`config.mk`:
```
export PLATFORM = sky130hd
export DESIGN_NAME = fetch_stage
export DESIGN_NICKNAME = d
export VERILOG_FILES = /design/src/rtl/fetch_stage_pkg.sv /design/src/rtl/fetch_stage.sv
export SDC_FILE = /design/constraint.sdc
export NUM_CORES = 1
export LEC_CHECK = 0
export BUFFER_PORTS_ARGS = -buffer_cell sky130_fd_sc_hd__buf_2
export CAP_MARGIN = 10
export CELL_PAD_IN_SITES_DETAIL_PLACEMENT = 1
export CELL_PAD_IN_SITES_GLOBAL_PLACEMENT = 2
export CORE_ASPECT_RATIO = 0.75
export CORE_UTILIZATION = 35
export CTS_BUF_LIST = sky130_fd_sc_hd__clkbuf_8
export CTS_CLUSTER_DIAMETER = 80
export DETAILED_ROUTE_END_ITERATION = 16
export PLACE_DENSITY = 0.95
export SYNTH_ARGS = -nofsm -noshare
export SYNTH_HDL_FRONTEND = slang
export SYNTH_SLANG_ARGS = --single-unit
```
`constraint.sdc`:
```
create_clock -name CLK -period 3.5 [get_ports CLK]
set_input_delay 0.7 -clock CLK [delete_from_list [all_inputs] [get_ports CLK]]
set_output_delay 0.7 -clock CLK [all_outputs]
set_load 0.02 [all_outputs]
```
`src/rtl/fetch_stage_pkg.sv`:
```
// Shared pipeline types used by the fetch stage and the IF|ID boundary.
package fetch_stage_pkg;

  localparam int unsigned WORD_W = 32;

  typedef logic [WORD_W-1:0] word_t;

  // IF|ID pipeline register payload
  typedef struct packed {
    word_t imemload;
    word_t pc_plus;
  } ifid_t;

  // Fetch control state
  typedef enum logic [1:0] {
    RUN    = 2'd0,
    HOLD   = 2'd1,
    HALTED = 2'd2
  } fetch_state_t;

endpackage : fetch_stage_pkg

```
`src/rtl/fetch_stage.sv`:
```
// Instruction-fetch stage: owns the PC, issues icache reads, fills the IF|ID
// register, parks one instruction in a hold buffer while the hazard unit
// stalls, and follows downstream redirects and halt.
module fetch_stage
  import fetch_stage_pkg::*;
#(
  parameter word_t PC_INIT = 32'h0000_0000
) (
  input  logic        CLK,
  input  logic        nRST,
  input  logic        ihit,
  input  logic [31:0] imemload,
  output logic        imemREN,
  output logic [31:0] imemaddr,
  input  logic        stall,
  input  logic        redirect,
  input  logic [31:0] redirect_pc,
  input  logic        halt,
  output ifid_t       ifid,
  output logic        ifid_valid,
  output logic [31:0] pc
);

  fetch_state_t state;
  ifid_t        holdBuf;
  word_t        pcPlus4;
  word_t        redirectTarget;

  // Sequential address arithmetic; wraps naturally at 2^32
  assign pcPlus4        = pc + 32'd4;
  assign redirectTarget = redirect_pc & ~32'h3;

  // Request only while running, and never while reset is held
  assign imemREN  = (state == RUN) & nRST;
  assign imemaddr = {pc[31:2], 2'b00};

  // Fetch control: halt > redirect > stall > ihit
  always_ff @(posedge CLK or negedge nRST) begin
    if (!nRST) begin
      state      <= RUN;
      pc         <= PC_INIT;
      ifid       <= '0;
      ifid_valid <= 1'b0;
      holdBuf    <= '0;
    end else if (halt) begin
      // Terminal: drop everything in flight, freeze the PC
      state      <= HALTED;
      ifid       <= '0;
      ifid_valid <= 1'b0;
      holdBuf    <= '0;
    end else begin
      unique case (state)
        RUN: begin
          if (redirect) begin
            // Coincident hit belongs to the wrong path and is dropped
            pc         <= redirectTarget;
            ifid       <= '0;
            ifid_valid <= 1'b0;
            holdBuf    <= '0;
          end else if (ihit && !stall) begin
            ifid       <= '{imemload: imemload, pc_plus: pcPlus4};
            ifid_valid <= 1'b1;
            pc         <= pcPlus4;
          end else if (ihit && stall) begin
            // IF|ID is frozen, so park the fetched word until stall drops
            holdBuf <= '{imemload: imemload, pc_plus: pcPlus4};
            pc      <= pcPlus4;
            state   <= HOLD;
          end else if (!ihit && !stall) begin
            // Miss: pass a bubble (all-zero word is a nop)
            ifid       <= '0;
            ifid_valid <= 1'b0;
          end
        end
        HOLD: begin
          if (redirect) begin
            pc         <= redirectTarget;
            ifid       <= '0;
            ifid_valid <= 1'b0;
            holdBuf    <= '0;
            state      <= RUN;
          end else if (!stall) begin
            ifid       <= holdBuf;
            ifid_valid <= 1'b1;
            state      <= RUN;
          end
        end
        HALTED: begin
          state <= HALTED;
        end
        default: begin
          state <= HALTED;
        end
      endcase
    end
  end

endmodule : fetch_stage

```
# After elaboration in Yosys (flattened, before gate mapping)
# Cells that the tools add are included.
[totals]
word_cells = 68
inputBits = 70
register_bits = 163
output_inout_bits = 130
[classes]
muxes = 34
n_addsub = 1
eq_ne = 12
bitwise = 2
n_reduce_logical = 12
[ops]
columns = ["op", "count"]
rows = [
  ["64-bit 2-to-1 mux", 12],
  ["64-bit case mux with 2 select lines", 2],
  ["32-bit 2-to-1 mux", 4],
  ["32-bit case mux with 2 select lines", 1],
  ["32-bit by 3-bit adder with 32-bit output, second input constant", 1],
  ["4-bit AND reduction", 4],
  ["2-bit 2-to-1 mux", 6],
  ["3-bit inequality test, second input constant", 3],
  ["4-bit inequality test, second input constant", 2],
  ["1-bit 2-to-1 mux", 7],
  ["5-bit by 3-bit inequality test with 1-bit output, second input constant", 1],
  ["5-bit inequality test, second input constant", 1],
  ["4-bit by 2-bit inequality test with 1-bit output, second input constant", 1],
  ["4-bit by 3-bit inequality test with 1-bit output, second input constant", 1],
  ["2-bit case mux with 2 select lines", 1],
  ["1-bit logical AND", 3],
  ["3-bit by 2-bit inequality test with 1-bit output, second input constant", 1],
  ["3-bit nonzero test", 1],
  ["2-bit by 1-bit == test with 1-bit output, second input constant", 1],
  ["1-bit logical NOT", 2],
  ["2-bit logical NOT", 1],
  ["2-bit inequality test, second input constant", 1],
  ["1-bit case mux with 2 select lines", 1],
  ["2-bit nonzero test", 1],
  ["other kinds (2)", 2],
]

# Longest topological paths before layout
[depth]
word_depth = 8
depth_mapped = 7
mapped_depth_nobuf = 6

# Least setup slack after synthesis
# Ideal clock, no wire load.
[synth_path]
path_kind = "register to register"
from = "register pc[2]"
to = "register pc[22]"
path_stages_with_launch = 7
setup_slack_ns = 1.514
required_time_ns = 3.431
synth_period_minus_slack_ns = 1.986
setup_ns = 0.069
t_arrival_ns = 1.917
n_path_buf = 0
path_cell_list = "dfrtp_1 ha_1 nand3_2 nor3_1 nand4_1 or4_1 nand3_1"
[synth_via]
elab_chain_cells = 5
[synth_rtl]
columns = ["element", "line", "source"]
rows = [
  ["start: declaration", "fetch_stage.sv:21", "output logic [31:0] pc"],
  ["start signal: assignment", "fetch_stage.sv:56", "pc <= redirectTarget;"],
  ["start signal: assignment", "fetch_stage.sv:63", "pc <= pcPlus4;"],
  ["start signal: assignment", "fetch_stage.sv:67", "pc <= pcPlus4;"],
  ["32-bit by 3-bit adder with 32-bit output (*)", "fetch_stage.sv:30", "assign pcPlus4 = pc + 32'd4;"],
  ["32-bit 2-to-1 mux", "fetch_stage.sv:64", "end else if (ihit && stall) begin"],
  ["32-bit 2-to-1 mux (*)", "fetch_stage.sv:60", "end else if (ihit && !stall) begin"],
  ["32-bit 2-to-1 mux (*)", "fetch_stage.sv:54", "if (redirect) begin"],
  ["32-bit case mux with 2 select lines (*)", "fetch_stage.sv:52", "unique case (state)"],
]
# Mark *: on every way between the ends. The rest lies on a longest branch, timed or not. The select of a mux whose other input is x is not followed.
# A chain may end at the register's enable or synchronous reset.

# Worst setup path after layout
[layout_path]
from = "register pc[2]"
to = "register ifid[30] (netlist bit)"
[layout_via]
elab_chain_cells = 5
[layout_rtl]
columns = ["element", "line", "source"]
rows = [
  ["32-bit by 3-bit adder with 32-bit output", "fetch_stage.sv:30", ""],
  ["64-bit 2-to-1 mux", "fetch_stage.sv:60", ""],
  ["64-bit 2-to-1 mux", "fetch_stage.sv:54", ""],
  ["64-bit case mux with 2 select lines", "fetch_stage.sv:52", ""],
  ["64-bit 2-to-1 mux", "fetch_stage.sv:45", "end else if (halt) begin"],
  ["end signal: assignment", "fetch_stage.sv:61", "ifid <= '{imemload: imemload, pc_plus: pcPlus4};"],
  ["end signal: assignment", "fetch_stage.sv:83", "ifid <= holdBuf;"],
  ["end: declaration", "fetch_stage.sv:19", "output ifid_t ifid,"],
]
# No other way between the ends.

==> impl_metrics.prom <==
# TYPE chip_impl_metric gauge
chip_impl_metric{name="yosys_cell_types",unit=""} 48
chip_impl_metric{name="postCtsHoldBufs",unit=""} 0
chip_impl_metric{name="pin_count",unit=""} 200
chip_impl_metric{name="cp_data_required_time",unit="ns"} 3.81
chip_impl_metric{name="antenna-diode-count",unit=""} 0
chip_impl_metric{name="core.rowCount",unit=""} 46
chip_impl_metric{name="dp.final_hpwl",unit="mm"} 16.8
chip_impl_metric{name="dpl_worst_slack",unit="ns"} 0.835
chip_impl_metric{name="p_per_area",unit="nW/um2"} 423
chip_impl_metric{name="io_buffer_count",unit=""} 193
chip_impl_metric{name="slew_violations",unit=""} 0
chip_impl_info{name="type_of_the_setup_path_with_the_least_slack",value="reg -> reg"} 1
chip_impl_metric{name="relative_max_transition_margin",unit="%"} 40.2
chip_impl_metric{name="numCtsBuffers",unit=""} 17
chip_impl_metric{name="dieHeight",unit="um"} 130
chip_impl_metric{name="grt_start_max_net_pins",unit=""} 56
chip_impl_info{name="hp-class",value="in -> async"} 1
chip_impl_metric{name="power.leakage",unit="nW"} 4.14
chip_impl_metric{name="finalHoldViolCount",unit=""} 0
chip_impl_metric{name="timing.final.crit_period",unit="ns"} 2.40
chip_impl_metric{name="drc_errors",unit=""} 0
chip_impl_metric{name="place_area",unit="um2"} 8610
chip_impl_metric{name="floorplan.initialDensity",unit="%"} 35.8
chip_impl_metric{name="synth_seq_cells",unit=""} 159
chip_impl_metric{name="critical_path.n_buffers_inverters",unit=""} 0
chip_impl_metric{name="cts.htree.levels",unit=""} 4
chip_impl_metric{name="via_count_of_the_first_global_routing_pass",unit=""} 6495
chip_impl_metric{name="timing.critical_path.fanout_max",unit=""} 9
chip_impl_info{name="crit_path_end_kind",value="flip-flop"} 1
chip_impl_metric{name="path_clk_slew",unit="ns"} 0.09
chip_impl_metric{name="area_delta_synth_final",unit="%"} 18.4
chip_impl_metric{name="timing.clock.skew",unit="ns"} 0.0126
chip_impl_metric{name="drt.antenna.violating_nets",unit=""} 0
chip_impl_metric{name="die_footprint",unit="um2"} 22300
chip_impl_info{name="slowest_stage",value="sky130_fd_sc_hd__nor3_4"} 1
chip_impl_metric{name="globalRoute.totalOverflow",unit=""} 0
chip_impl_metric{name="layout_setup_ws",unit="ns"} 1.10
chip_impl_metric{name="timing_worst_slew_pin_value",unit="ns"} 0.896
chip_impl_metric{name="n_fill_cell",unit=""} 2509
chip_impl_info{name="crit_path_cell_trace",value="ha_1 -> nand3_2 -> nor3_4 -> nand4_1 -> xor2_1 -> o21ai_0"} 1
chip_impl_metric{name="dieWidth",unit="um"} 172
chip_impl_info{name="rsz0062_at_grt",value="no"} 1
chip_impl_metric{name="coreArea",unit="um2"} 21200
chip_impl_metric{name="post-route-period-util",unit="%"} 68.6
chip_impl_metric{name="routed_wl",unit="mm"} 23.9
chip_impl_metric{name="antenna_found_initial",unit=""} 0
chip_impl_metric{name="worst_path_largest_cell_delay",unit="ns"} 0.49
chip_impl_metric{name="post_synth_inst_count",unit=""} 796
chip_impl_info{name="startpoint_type_of_the_worst_setup_path",value="flip-flop"} 1
chip_impl_metric{name="drt-wirelength-per-cell",unit="um"} 19.3
chip_impl_metric{name="number_of_setup_violations_in_the_final_report",unit=""} 0
chip_impl_metric{name="arr_time_crit_path",unit="ns"} 2.71
chip_impl_metric{name="layout.cell_area.non_filler",unit="um2"} 8980
chip_impl_metric{name="worstSkewPairLatency",unit="ns"} 0.46
chip_impl_metric{name="synth_enable_flop_cells",unit=""} 0
chip_impl_metric{name="post_synth_instance_area",unit="um2"} 7590
chip_impl_metric{name="routed-via-count",unit=""} 6613
chip_impl_info{name="synth_ff_type",value="sky130_fd_sc_hd__dfrtp_1"} 1
chip_impl_metric{name="top_achievable_clock_speed",unit="MHz"} 416
chip_impl_metric{name="setup-tns-final",unit="ns"} 0
chip_impl_metric{name="share_of_flip_flops_with_an_asynchronous_set_or_reset_after_synthesis",unit="%"} 100
chip_impl_metric{name="final_stage_net_count",unit=""} 1009
chip_impl_info{name="critPathTopFamily",value="simple AND/OR/NAND/NOR gates"} 1
chip_impl_metric{name="via_density_per_instance",unit=""} 5.34
chip_impl_metric{name="vdd_ir_drop_max",unit="mV"} 0.226
chip_impl_metric{name="synth.yosys.seq_area_share",unit="%"} 52.4
chip_impl_metric{name="max-clock-path-buffers",unit=""} 2
chip_impl_info{name="clk_root_buffer_cell",value="sky130_fd_sc_hd__clkbuf_8"} 1
chip_impl_metric{name="drive_gt1_share",unit="%"} 27.4
chip_impl_info{name="cts_tree",value="built"} 1
chip_impl_metric{name="post-cts-setup-buffer-count",unit=""} 0
chip_impl_metric{name="tritonroute_pass_1_iters",unit=""} 4
chip_impl_metric{name="drt_iter0_drc",unit=""} 443
chip_impl_metric{name="max-cap-violations",unit=""} 0
chip_impl_metric{name="cts.sinks",unit=""} 159
chip_impl_metric{name="synthesis.yosys.warnings",unit=""} 0
chip_impl_metric{name="first_pass_grt_wire_length",unit="mm"} 37.3
chip_impl_metric{name="avgSynthCellArea",unit="um2"} 9.53
chip_impl_metric{name="grt_resource_usage_total",unit="%"} 22.0
chip_impl_metric{name="place.gp.congestion",unit=""} 0.806
chip_impl_metric{name="post_cts.resized_instances",unit=""} 0
chip_impl_info{name="status",value="finished clean"} 1
-- layout make-up --
type                       instances  area (um2)  area share (%)
inverter                           8        30.0           0.334
tap                              288         360            4.01
sequential                       159        3980            44.3
timing repair buffer             212        1110            12.4
clock inverter                    15         135            1.51
clock buffer                      17         234            2.61
multi-input combinational        540        3130            34.8
-- cells in the final DEF (no fill, tap or decap), drive strengths merged, types with 2 or more instances in the layout --
cell / n
buf: 212
dfrtp: 159
nand2: 134
o21ai: 129
a22oi: 62
nand3: 25
nor2: 25
a21oi: 22
a22o: 17
clkbuf: 17
xor2: 16
a2bb2oi: 15
inv: 14
xnor2: 12
o22ai: 12
nand4: 11
nor3: 11
and3: 6
nor4: 6
clkinv: 5
and4: 4
a31oi: 4
a32oi: 4
conb: 4
nor2b: 4
o21a: 3
clkinvlp: 3
and2: 2
or4: 2
-- through the flow --
step           instances  hold slack [ns]  power [mW]  utilization [%]
2_1_floorplan        799            0.404        2.32                -
3_5_place_dp        1207            0.465        2.52             40.6
6_report            1239            0.383        3.80             42.4
3_3_place_gp        1207            0.456        2.50             40.6
4_1_cts             1239            0.400        3.85             42.4
5_1_grt             1239            0.422        3.96             42.4
-- cells in the mapped netlist, types with 15 or more instances --
cell	number	area share, %
sky130_fd_sc_hd__clkbuf_1	39	1.9
sky130_fd_sc_hd__a21oi_1	22	1.5
sky130_fd_sc_hd__dfrtp_1	159	52
sky130_fd_sc_hd__xor2_1	16	1.8
sky130_fd_sc_hd__a2bb2oi_1	15	1.7
sky130_fd_sc_hd__a22oi_1	62	6.1
sky130_fd_sc_hd__nor2_1	24	1.2
sky130_fd_sc_hd__nand2_1	134	6.6
sky130_fd_sc_hd__buf_4	35	3.5
sky130_fd_sc_hd__o21ai_0	125	8.2
sky130_fd_sc_hd__a22o_1	17	2.0
sky130_fd_sc_hd__nand3_1	23	1.5
-- sequential cells by signal, indices dropped and copies added (netlist names) --
name / flops
holdBuf: 63
ifid: 63
pc: 30
state: 2
ifid_valid: 1
-- where the power goes --
part / leakage [nW] / internal (mW) / switching (mW)
Clock: 0.186 / 0.570 / 0.750
Sequential: 2.13 / 1.88 / 0.0905
Combinational: 1.82 / 0.162 / 0.343
-- worst paths after layout --
| kind | start | endpoint | slack [ns] | cells past startpoint |
|---|---|---|---|---|
| max | pc[2]$_DFFE_PN0P_ | ifid[30]$_DFFE_PN0P_ | 1.10 | 6 |
| min | nRST | ifid[18]$_DFFE_PN0P_ | 0.38 | 2 |
| max reg2reg | pc[2]$_DFFE_PN0P_ | ifid[30]$_DFFE_PN0P_ | 1.10 | 6 |
| min reg2reg | ifid[54]$_DFFE_PN0P_ | ifid[54]$_DFFE_PN0P_ | 0.48 | 2 |
| max in group asynchronous | nRST | holdBuf[44]$_DFFE_PN0P_ | 2.59 | 2 |
| min in group CLK | imemload[22] | holdBuf[54]$_DFFE_PN0P_ | 0.47 | 2 |
-- metal layers --
layer | routed length [um] | vias to the layer above | global-route usage, %
li1 | - | 3093 | -
met1 | 12100 | 3299 | 33.6
met2 | 10400 | 204 | 31.9
met3 | 1260 | 17 | 4.40
met4 | 212 | 0 | 4.42
met5 | 0 | - | 0
-- kinds of logic after synthesis --
logic type,synth area share (%)
other,0.0494
flip-flops,52.4
XOR/XNOR,3.23
AO/OA/AOI/OAI,22.5
AND/OR/NAND/NOR,14.7
buffers and inverters,6.89
adder cells (fa/ha/maj),0.165
Note: power is estimated with default switching activity, not from simulation.
